### src/rtl/gem_frame_tx.sv
// gem_frame_tx
//   Packs a (32*NWORDS-8)-bit GEM cluster payload into NWORDS consecutive
//   32-bit GTX TX words, closing each frame with a K-code byte (bunch marker,
//   latency marker DC or overflow FC). Sends comma idle fill while the link is
//   not ready. Has a PRBS-31 test payload mode with single-bit error injection.
//
// Ports
//   TRG_CLK80    TX user clock 2 (sole clock)
//   TRG_RST      synchronous active-high reset
//   GEM_DATA     frame payload, sampled at frame start
//   GEM_OVERFLOW S-bit overflow, sampled at frame start
//   TX_READY     link ready; low -> idle fill after the current frame
//   ENA_TEST_PAT PRBS payload select, sampled at frame start
//   INJ_ERR      pulse: invert bit 31 of word 0 of the next test-mode frame
//   TX_DATA      GTX TXDATA (registered)
//   TX_ISK       GTX TXCHARISK (registered)
//   WORD_SEL     index of the word on TX_DATA
//   FRAME_START  word 0 is on TX_DATA
//   LTNCY_TRIG   last word of a latency-marker frame is on TX_DATA
//   FRAME_CNT    frames sent, wraps
//   OVF_CNT      overflow frames sent, saturates
module gem_frame_tx #(
  parameter int          NWORDS       = 2,
  parameter int          LTNCY_PERIOD = 256,
  parameter logic [30:0] PRBS_SEED    = 31'h7FFFFFFF,
  localparam int         PW           = 32*NWORDS-8,
  localparam int         WSW          = (NWORDS > 1) ? $clog2(NWORDS) : 1
) (
  input  logic           TRG_CLK80,
  input  logic           TRG_RST,
  input  logic [PW-1:0]  GEM_DATA,
  input  logic           GEM_OVERFLOW,
  input  logic           TX_READY,
  input  logic           ENA_TEST_PAT,
  input  logic           INJ_ERR,
  output logic [31:0]    TX_DATA,
  output logic [3:0]     TX_ISK,
  output logic [WSW-1:0] WORD_SEL,
  output logic           FRAME_START,
  output logic           LTNCY_TRIG,
  output logic [15:0]    FRAME_CNT,
  output logic [15:0]    OVF_CNT
);

  typedef enum logic {IDLE, RUN} state_t;

  localparam logic [WSW-1:0] WLAST     = WSW'(NWORDS-1);
  localparam logic [15:0]    LT_MASK   = 16'(LTNCY_PERIOD-1);
  localparam logic [31:0]    IDLE_WORD = 32'h50BC50BC;
  localparam logic [7:0]     K_OVF     = 8'hFC;
  localparam logic [7:0]     K_LAT     = 8'hDC;

  state_t                  state_q, state_n;
  logic [WSW-1:0]          w_q, wn, widx;
  logic [1:0]              bseq_q;
  logic [PW-1:0]           pay_q, pl;
  logic [7:0]              k_q, kx, kb_n;
  logic                    tst_q, tst_n, inj_q, inj_eff;
  logic                    start, load, last_n;
  logic [30:0]             lfsr_q, lfsr_base, lfsr_adv;
  logic [31:0]             prbs_w, data_n;
  logic [NWORDS-1:0][31:0] fw;

  // 32 steps of x^31+x^28+1; first generated bit lands in the word MSB.
  function automatic logic [62:0] prbs_step(input logic [30:0] s);
    logic [30:0] st;
    logic [31:0] d;
    st = s;
    d  = '0;
    for (int i = 0; i < 32; i++) begin
      d  = {d[30:0], st[30] ^ st[27]};
      st = {st[29:0], st[30] ^ st[27]};
    end
    return {st, d};
  endfunction

  always_comb begin
    state_n = state_q;
    case (state_q)
      IDLE:    if (TX_READY) state_n = RUN;
      RUN:     if (w_q == WLAST && !TX_READY) state_n = IDLE;
      default: state_n = IDLE;
    endcase
  end

  // Frame control: a new frame starts only on a frame boundary with the link ready.
  always_comb begin
    start  = TX_READY && (state_q == IDLE || w_q == WLAST);
    load   = start || (state_q == RUN && w_q != WLAST);
    wn     = start ? '0 : w_q + 1'b1;
    last_n = (wn == WLAST);
    pl     = start ? GEM_DATA : pay_q;
    tst_n  = start ? ENA_TEST_PAT : tst_q;
    case (bseq_q)
      2'd0: kx = 8'hBC;
      2'd1: kx = 8'hF7;
      2'd2: kx = 8'hFB;
      default: kx = 8'hFD;
    endcase
    if (GEM_OVERFLOW)                       kx = K_OVF;
    else if ((FRAME_CNT & LT_MASK) == 16'd0) kx = K_LAT;
    kb_n    = start ? kx : k_q;
    inj_eff = start && ENA_TEST_PAT && (inj_q || INJ_ERR);
    // Restart the PRBS from the seed whenever the stream is (re)entered.
    lfsr_base = (state_q == IDLE || (start && ENA_TEST_PAT && !tst_q)) ? PRBS_SEED : lfsr_q;
  end

  // {payload, K} is exactly NWORDS words, most significant word first.
  assign fw = {pl, kb_n};

  always_comb begin
    {lfsr_adv, prbs_w} = prbs_step(lfsr_base);
    widx = WLAST - wn;
    if (tst_n) begin
      data_n = last_n ? {prbs_w[23:0], kb_n} : prbs_w;
      if (inj_eff) data_n[31] = ~data_n[31];
    end else begin
      data_n = fw[widx];
    end
  end

  always_ff @(posedge TRG_CLK80) begin
    if (TRG_RST) begin
      state_q     <= IDLE;
      w_q         <= '0;
      bseq_q      <= '0;
      pay_q       <= '0;
      k_q         <= '0;
      tst_q       <= 1'b0;
      inj_q       <= 1'b0;
      lfsr_q      <= PRBS_SEED;
      TX_DATA     <= IDLE_WORD;
      TX_ISK      <= 4'b0101;
      WORD_SEL    <= '0;
      FRAME_START <= 1'b0;
      LTNCY_TRIG  <= 1'b0;
      FRAME_CNT   <= '0;
      OVF_CNT     <= '0;
    end else begin
      state_q <= state_n;
      inj_q   <= start ? 1'b0 : (inj_q | INJ_ERR);
      if (start) begin
        pay_q  <= GEM_DATA;
        k_q    <= kx;
        tst_q  <= ENA_TEST_PAT;
        bseq_q <= bseq_q + 2'd1;
      end
      if (load) begin
        w_q         <= wn;
        lfsr_q      <= lfsr_adv;
        TX_DATA     <= data_n;
        TX_ISK      <= last_n ? 4'b0001 : 4'b0000;
        WORD_SEL    <= wn;
        FRAME_START <= start;
        LTNCY_TRIG  <= last_n && (kb_n == K_LAT);
        if (last_n) begin
          FRAME_CNT <= FRAME_CNT + 16'd1;
          if (kb_n == K_OVF && OVF_CNT != 16'hFFFF) OVF_CNT <= OVF_CNT + 16'd1;
        end
      end else begin
        w_q         <= '0;
        lfsr_q      <= PRBS_SEED;
        TX_DATA     <= IDLE_WORD;
        TX_ISK      <= 4'b0101;
        WORD_SEL    <= '0;
        FRAME_START <= 1'b0;
        LTNCY_TRIG  <= 1'b0;
      end
    end
  end

endmodule

### config.mk
export PLATFORM = sky130hd
export DESIGN_NAME = gem_frame_tx
export DESIGN_NICKNAME = d
export VERILOG_FILES = /design/src/rtl/gem_frame_tx.sv
export SDC_FILE = /design/constraint.sdc
export NUM_CORES = 1
export LEC_CHECK = 0
export CORE_UTILIZATION = 50
export DETAILED_ROUTE_END_ITERATION = 6
export GPL_ROUTABILITY_DRIVEN = 0
export PLACE_DENSITY = 0.77
export SYNTH_ARGS = -nofsm -noshare
export SYNTH_HDL_FRONTEND = slang
export SYNTH_SLANG_ARGS = --single-unit
export TNS_END_PERCENT = 100
### constraint.sdc
create_clock -name TRG_CLK80 -period 3.3 [get_ports TRG_CLK80]
set_clock_uncertainty 0.1 [all_clocks]
set_input_delay 0.99 -clock TRG_CLK80 [delete_from_list [all_inputs] [get_ports TRG_CLK80]]
set_output_delay 0.99 -clock TRG_CLK80 [all_outputs]
set_load 0.005 [all_outputs]
==> run summary, run 1 <==
The run finished with clean final reports. The H-tree generated during clock tree synthesis spans 4 levels. The pin slew with the least headroom to its limit is between 0.7 and 0.8 ns.

Setup repair after global routing left no endpoint under its margin. The average routed wire per standard cell came out at around 17 um. Along the worst path, the maximum fanout reaches 22. The count of boundary I/O pins came out at 133. The area overhead of the layout relative to synthesis came out at 28.67%.

The share of the clock period used by the worst path is 0.8358. The startpoint type of the worst setup path is an input pin. The final number of max-transition violations is 0. Once layout is complete, the utilization of the core stands at 0.6640.

The most used flip-flop cell after synthesis is sky130_fd_sc_hd__dfxtp_1. STA classifies the critical path endpoint as a register. The number of flops mapped to enable cells by yosys came out at 0. The number of hold violations in the final report is 0. The register area share after synthesis is 0.4659. The summed negative setup slack over all endpoints is 0 ns. The worst pin sits at a relative slew slack of 0.4723. After synthesis, the most frequently instantiated cells are sky130_fd_sc_hd__dfxtp_1, sky130_fd_sc_hd__nand2_1, sky130_fd_sc_hd__a21oi_1, sky130_fd_sc_hd__nor2_1, sky130_fd_sc_hd__o21ai_0.

The async set-or-reset flop fraction in the synthesized netlist came out at 0. The count of cell types in the netlist came out at between 60 and 70. The most common cell in the netlist is sky130_fd_sc_hd__dfxtp_1. The wire length of the first global-routing pass is ~30000 um. The number of buffers added on ports came out at 130. VDD sags by at most 0.0004098 V. The average cell area after synthesis came out at ~8.4 um2. The global-route usage over all layers came out at 0.2702. The width of the chip is 122.2 um. The maximum number of buffers from clock root to sink came out at 2. Power spread over the standard cell area amounts to about 520 nW/um2. The largest total area in the synthesized netlist belongs to sky130_fd_sc_hd__dfxtp_1. The CTS clock-pin slew for the worst setup and hold paths came out at ~0.060 ns. The leakage power came out at between 3 and 4 nW. The clock latency at the later pin of the worst-skew pair is around 0.43 ns.

The post-layout instance area came out at between 9000 and 10000 um2. The via count of the first global-routing pass came out at just over 6000. The number of nets in the final layout came out at 1041. The maximum clock frequency is ~360 MHz. The area after detailed placement is 8728 um2. The Yosys step of the flow raised 0 warnings. The smallest hold slack came out at roughly 0.35 ns. Entering global routing, the biggest net connects 50 pins. Setup slack on the worst reg-to-reg path comes out at 0.88 ns. The initial cell density of the core came out at 0.5161. The mapped netlist covers around 7200 um2. The area of the die is roughly 15000 um2.

The repair_antennas step left the layout with diodes totalling 0. The data required time of the critical path came out at between 3 and 4 ns. The portion of synthesized cell area occupied by the leading cell type came out at 0.4659.

The total of fill cells in the finished design came out at approximately 1200. The total global routing overflow is 0. TritonCTS built the clock tree. The post-detailed-route DRC marker count is 0. The detailed router placed between 6000 and 7000 vias in this run. The class of the worst hold path is register to register. Setup violations remaining at the end of the flow were counted as 0.

In this run the remaining antenna-violating nets after routing total 0. The die is around 120 um tall. The number of clock buffers added by TritonCTS is 17. The initial antenna violation count came out at 0. The violation count after the first detailed-route iteration is ~640. The cell sitting at the root of the clock tree is a sky130_fd_sc_hd__clkbuf_16. The core area is between 10000 and 15000 um2.

After clock tree synthesis, the flow added hold-fix buffers numbering 0. The cell count after synthesis came out at ~860. The number of gates resized after CTS was 0.

The setup path with the least slack is of type input pin to register. The proportion of layout cells with a drive suffix above 1 is 0.07809. For this block, the routed nets add up to between 15000 and 20000 um of wire. For the worst setup path, the data arrival time is between 2 and 3 ns.

The first-pass iteration count of the detailed router is 5. The total setup buffers inserted after CTS is 0. The flip-flop and latch count after synthesis is around 170.

Power comes to approximately 5 mW. CTS saw 168 sinks. Max-cap violations in this run came to 0. The number of placement rows came out at 43.

The post-detailed-route via-to-cell ratio came out at 5.661. The HPWL after detailed placement is roughly 14000 um. Yosys attributes the largest share of cell area to sky130_fd_sc_hd__dfxtp_1, sky130_fd_sc_hd__nand2_1, sky130_fd_sc_hd__a21oi_1.

The minimum period implied by the final worst setup slack came out at around 2.8 ns.
-- logic make-up (layout without fill, tap and decap cells) --
kind of cell,Yosys count,count (layout),synth area share
simple gates,326,326,0.2068
buf+inv,81,207,0.04835
xor+xnor,48,48,0.05823
mux,27,27,0.04315
compound gates,202,202,0.1667
fa+ha+maj,6,6,0.01040
other cells,1,2,0.0005194
flops,168,168,0.4659
-- registers in the layout (all words and copies together) (netlist names), 2 cells and up --
name	flops
FRAME_CNT	16
TX_DATA	32
OVF_CNT	16
k_q	8
bseq_q	2
TX_ISK	2
lfsr_q	31
pay_q	55
-- path summary, 6_finish.rpt --
check | startpoint | to | cells past startpoint
worst min register to register | pay_q[31] | pay_q[31] | 2
worst min-delay path | pay_q[31] | pay_q[31] | 2
worst max-delay path | TX_READY | TX_DATA[2] | 6
worst max register to register | w_q | TX_DATA[15] | 6
-- stage by stage --
| stage | cells | setup WS [ns] |
|---|---|---|
| finish | 1166 | 0.5419 |
| global route | 1166 | 0.4181 |
| CTS | 1166 | 0.5890 |
| detailed placement | 1134 | 0.1360 |
| global placement | 1134 | 0.1681 |
| floorplan | 860 | 0.7229 |
-- worst max-delay path: stages --
cell and delay [ns]:
sky130_fd_sc_hd__clkdlybuf4s50_1 0.59, sky130_fd_sc_hd__inv_1 0.08, sky130_fd_sc_hd__buf_4 0.20, sky130_fd_sc_hd__a21oi_2 0.30
sky130_fd_sc_hd__inv_1 0.43, sky130_fd_sc_hd__a211o_2 0.39
-- layout by cell type (no fill, tap or decap), types with 4 or more instances in the layout --
cell type / synthesis / routed
sky130_fd_sc_hd__nor2_1: 64 / 63
sky130_fd_sc_hd__mux2i_1: 21 / 21
sky130_fd_sc_hd__or3_1: 11 / 11
sky130_fd_sc_hd__buf_4: 3 / 23
sky130_fd_sc_hd__buf_12: 0 / 4
sky130_fd_sc_hd__clkbuf_8: 0 / 4
sky130_fd_sc_hd__nor3_1: 13 / 13
sky130_fd_sc_hd__nand4_1: 12 / 12
sky130_fd_sc_hd__nand3_1: 25 / 25
sky130_fd_sc_hd__a21oi_1: 93 / 92
sky130_fd_sc_hd__clkbuf_16: 0 / 17
sky130_fd_sc_hd__xnor2_1: 33 / 33
sky130_fd_sc_hd__and3_1: 4 / 4
sky130_fd_sc_hd__o211ai_1: 9 / 9
sky130_fd_sc_hd__a211oi_1: 5 / 5
sky130_fd_sc_hd__nand2_1: 158 / 157
sky130_fd_sc_hd__a221oi_1: 7 / 7
sky130_fd_sc_hd__nor4_1: 10 / 10
sky130_fd_sc_hd__inv_1: 19 / 19
sky130_fd_sc_hd__or4_1: 4 / 4
sky130_fd_sc_hd__o21ai_0: 48 / 48
sky130_fd_sc_hd__o31ai_1: 6 / 6
sky130_fd_sc_hd__ha_1: 6 / 6
sky130_fd_sc_hd__dfxtp_1: 168 / 168
sky130_fd_sc_hd__xor2_1: 15 / 15
sky130_fd_sc_hd__a2111oi_0: 4 / 4
sky130_fd_sc_hd__a211o_1: 9 / 9
sky130_fd_sc_hd__clkinv_2: 0 / 7
sky130_fd_sc_hd__nand2b_1: 6 / 6
sky130_fd_sc_hd__clkdlybuf4s50_1: 0 / 129
-- final cells by class --
class / count / area, um2 / area share
timing repair buffer: 156 / 1544 / 0.1662
multi-input combinational: 611 / 3525 / 0.3794
inverter: 19 / 71.32 / 0.007678
tap: 180 / 225.2 / 0.02425
clock buffer: 23 / 488.0 / 0.05253
clock inverter: 9 / 72.57 / 0.007812
sequential: 168 / 3363 / 0.3621
-- report_power, final --
part	total (mW)	internal (mW)	switching, mW
combinational	0.740	0.346	0.395
clock	1.88	1.11	0.776
sequential	2.24	2.16	0.0892
total	4.87	3.61	1.26
-- metal layers --
layer / global-route usage / share of wire / up-vias
li1: - / - / 3198
met1: 0.3549 / 0.44 / 3120
met2: 0.4258 / 0.46 / 245
met3: 0.06742 / 0.077 / 38
met4: 0.1037 / 0.020 / 0
met5: 0 / 0 / -
Power figures use the tool's default switching activity.
==> run 2: changes to the inputs <==
CORE_UTILIZATION = 47   (was 50)
PLACE_DENSITY = 0.76   (was 0.77)
clock period = 2.3 ns   (was 3.3 ns; I/O delays follow)
==> run 2 against run 1 <==
  * Clock power increased by 61%
  * Register-to-register slack lost 0.82 ns
  * Sequential cell count did not move
  * Largest power group unchanged
  * Utilization rose by 1.2 points
  * Critical path depth down 5
  * Sequential share of layout area is 2.4 points lower
  * Worst hold slack about the same
  * Combinational power rose by 66%
  * Wire length increased by 5.9%
  * Largest cell class unchanged
  * Clock-buffer cell count is 2 lower
  * Highest routed layer unchanged
  * Cell area is 7.4% higher
  * Via count up 5.2%
==> run summary, run 2 (synthesis gave the netlist of run 1 again) <==
Run status: finished clean (unchanged). The violation count after the first detailed-route iteration came to 549 (was 644). Commonest cells after routing, fill and taps aside: sky130_fd_sc_hd__dfxtp_1, sky130_fd_sc_hd__nand2_1, sky130_fd_sc_hd__clkdlybuf4s50_1, sky130_fd_sc_hd__buf_4, sky130_fd_sc_hd__a21oi_1 (was sky130_fd_sc_hd__dfxtp_1, sky130_fd_sc_hd__nand2_1, sky130_fd_sc_hd__clkdlybuf4s50_1, sky130_fd_sc_hd__a21oi_1, sky130_fd_sc_hd__nor2_1). The proportion of layout cells with a drive suffix above 1 came out at 0.1525 (was 0.07809). The headroom to the max-slew limit came out at 0.6571 (was 0.4723). The summed negative setup slack over all endpoints is 0 ns (unchanged). The area overhead of the layout relative to synthesis came out at 38.13% (was 28.67%).

The total of fill cells in the finished design is 1183 (was 1180). The core area came out at 14750 um2 (was 13990 um2). The number of clock sinks is 168 (unchanged).

The cell count of the worst hold path is 2 (unchanged). The average routed wire per standard cell is 16.65 um (was 16.80 um). The number of cells on the worst reg-to-reg path came out at 8 (was 6). The via count of the routed design is 6941 (was 6601).

The global-route usage over all layers is 0.2609 (was 0.2702). The number of nets in the final layout was 1117 (was 1041). The initial antenna violation count is 0 (unchanged). The post-detailed-route DRC marker count came to 0 (unchanged). The peak fanout along the critical path came out at 8 (was 22). The diode insertion count for antenna repair came out at 0 (unchanged). The area used by sequential logic in the layout is 3371 um2 (was 3363 um2). The CTS H-tree depth was 4 (unchanged). The area of the die is 15860 um2 (was 14920 um2). The placement-stage worst setup slack is -0.3611 ns (was 0.1360 ns). The clock tree from TritonCTS was built (unchanged).

The worst hold path startpoint is pay_q[27] (was pay_q[31]). The maximum number of buffers from clock root to sink is 2 (unchanged). The combinational power share is 0.165 (was 0.152). The clock latency at the later pin of the worst-skew pair came out at 0.43 ns (about the same). The post-detailed-route via-to-cell ratio is 5.571 (was 5.661).

The number of routed nets with antenna violations was 0 (unchanged). The register bank with the most flops was pay_q (unchanged). The clock root buffer is sky130_fd_sc_hd__clkbuf_16 (unchanged). The total power per unit cell area came out at 748.1 nW/um2 (was 524.0 nW/um2). The share of the clock period used by the worst path came out at 0.9841.

The arrival time of data at the critical path endpoint is 1.47 ns (was 2.98 ns). The slack of the worst reg-to-reg path came out at 0.06 ns (was 0.88 ns). The wire length after detailed routing was 20740 um (was 19590 um).

The count of placed standard cells in the final layout, fillers left out is 1246 (was 1166). The count of boundary I/O pins came out at 133 (unchanged). The data required time of the critical path came to 1.51 ns (was 3.52 ns).

The number of placement rows was 44 (was 43). The die height came out at 125.9 um (was 122.2 um). The flip-flop count of the largest register after layout came out at 55 (unchanged). The number of max-cap violations came out at 0 (unchanged). The via count of the first global-routing pass is 6511 (was 6125). The endpoint of the lowest-slack register-to-register path is OVF_CNT[5] (was TX_DATA[15]).

The number of buffers added on ports was 130 (unchanged). The number of hold violations in the final report was 0 (unchanged). The pin count of the biggest net entering global routing came to 74 (was 50).

The part of the total power dissipated in sequential elements came out at 0.430 (was 0.461). Unrepaired setup endpoints after global routing: yes (was no). The launch instance of the worst register-to-register path was FRAME_CNT[0] (was w_q). The number of buffers inserted during clock tree synthesis is 17 (unchanged). The minimum period implied by the final worst setup slack is about 2.3 ns. The total global routing overflow is 0 (unchanged). The post-cts hold buffer count came out at 0 (unchanged). Largest registers in the final layout: pay_q x55, TX_DATA x32, lfsr_q x31 (unchanged). The maximum clock frequency is 441.8 MHz.

The top cell family by delay on the critical path is buffers and inverters (unchanged). The initial cell density of the core is 0.4893 (was 0.5161). The startpoint type of the worst setup path was a register (was input pin). The CTS clock-pin slew for the worst setup and hold paths came out at 0.06 ns (about the same). The pin slew with the least headroom to its limit is 0.5101 ns (was 0.7907 ns). The commonest non-fill, non-tap cell in the layout was sky130_fd_sc_hd__dfxtp_1 (unchanged). The clock group share of total power is 0.405 (was 0.387). The slowest cell on the critical path is sky130_fd_sc_hd__clkdlybuf4s50_1 (unchanged).

The wire length of the first global-routing pass came out at 32480 um (was 30650 um). The element type at the critical path end is an output pin (was register). The width of the chip came out at 125.9 um (was 122.2 um). The number of setup violations in the final report was 0 (unchanged). The class of the worst hold path is register to register (unchanged). The final number of max-transition violations was 0 (unchanged). The post-placement cell count is 1212 (was 1134). The destination of the worst hold path is pay_q[27] (was pay_q[31]). The buffer and inverter count on the worst path is 1 (was 4). The HPWL after detailed placement was 14940 um (was 13730 um). The worst setup slack after layout is 0.03647 ns (was 0.5419 ns).

The stage delay of the slowest cell on the critical path is 0.57 ns (was 0.59 ns). The utilization after layout is 0.6759 (was 0.6640). The worst supply voltage drop on vdd is 0.0005471 V (was 0.0004098 V).

The internal power component is 5.561 mW (was 3.608 mW). The leakage power came out at 3.748 nW (was 3.359 nW). The net switching power is 1.900 mW (was 1.260 mW). Cell breakdown of the critical path: clkdlybuf4s50_1 (was clkdlybuf4s50_1 -> inv_1 -> buf_4 -> a21oi_2 -> inv_1 -> a211o_2).

The switching fraction of total power is 0.2546 (was 0.2588). The smallest hold slack was 0.3521 ns (about the same). The first-pass iteration count of the detailed router is 5 (unchanged). The footprint of the multi-input gates came out at 3557 um2 (was 3525 um2). The critical path class is register to output pin (was input pin to register).
[run 2: worst max path at each step]
stage	to	startpoint	cells after the start	slack [ns]
global placement	TX_DATA[18]	ENA_TEST_PAT	7	-0.33
finish	OVF_CNT[0]	OVF_CNT[0]	1	0.04
global route	OVF_CNT[4]	FRAME_CNT[0]	8	-0.06
floorplan	TX_DATA[15]	TX_READY	7	0.02
CTS	FRAME_CNT[3]	FRAME_CNT[3]	1	0.004
detailed placement	TX_DATA[30]	ENA_TEST_PAT	7	-0.36
[run 2: routing by layer]
layer	global-route usage	part of all wire	vias up	wire [um]
met3	0.07264	0.076	31	1569
met4	0.09426	0.019	0	388
met5	0	0	-	0
met1	0.3321	0.44	3299	9099
li1	-	-	3361	-
met2	0.4225	0.47	250	9686
[run 2: power groups by stage]
stage	clock (mW)	sequential, mW	combinational, mW
2_1_floorplan	0	3.25	0.606
3_3_place_gp	0	3.27	1.19
3_5_place_dp	0	3.27	1.20
4_1_cts	3.04	3.21	1.22
5_1_grt	3.17	3.22	1.33
6_report	3.02	3.21	1.23
[run 2: final cells by class]
cell class / instances / area share
multi-input cells: 612 / 0.3567
flip-flops and latches: 168 / 0.3380
repair buffers: 231 / 0.2128
clock buffers: 21 / 0.04517
well taps: 184 / 0.02309
clock inverters: 11 / 0.01706
inverters: 19 / 0.007152
[run 2: worst register-to-register path, delay by kind of cell, from the launching register on]
kind / cells / cell delay [ns]
flops: 1 / 0.31
fa+ha+maj: 1 / 0.13
compound gates: 2 / 0.30
buf+inv: 2 / 0.25
simple gates: 3 / 1.07
[run 2: through the flow]
step                total power [mW]  area (um2)
CTS                            7.464        9923
finish                         7.460        9972
global route                   7.722        9972
detailed placement             4.474        9301
floorplan                      3.852        7223
global placement               4.453        9301
[run 2: what timing repair did]
| item | 4_1_cts | 5_1_grt |
|---|---|---|
| pin swaps | 0 | 1 |
| gates cloned | 0 | 1 |
| endpoints found under the hold margin | 0 | 0 |
| setup buffers | 0 | 1 |
| resized for setup | 1 | 14 |
| setup endpoints to repair | 1 | 20 |
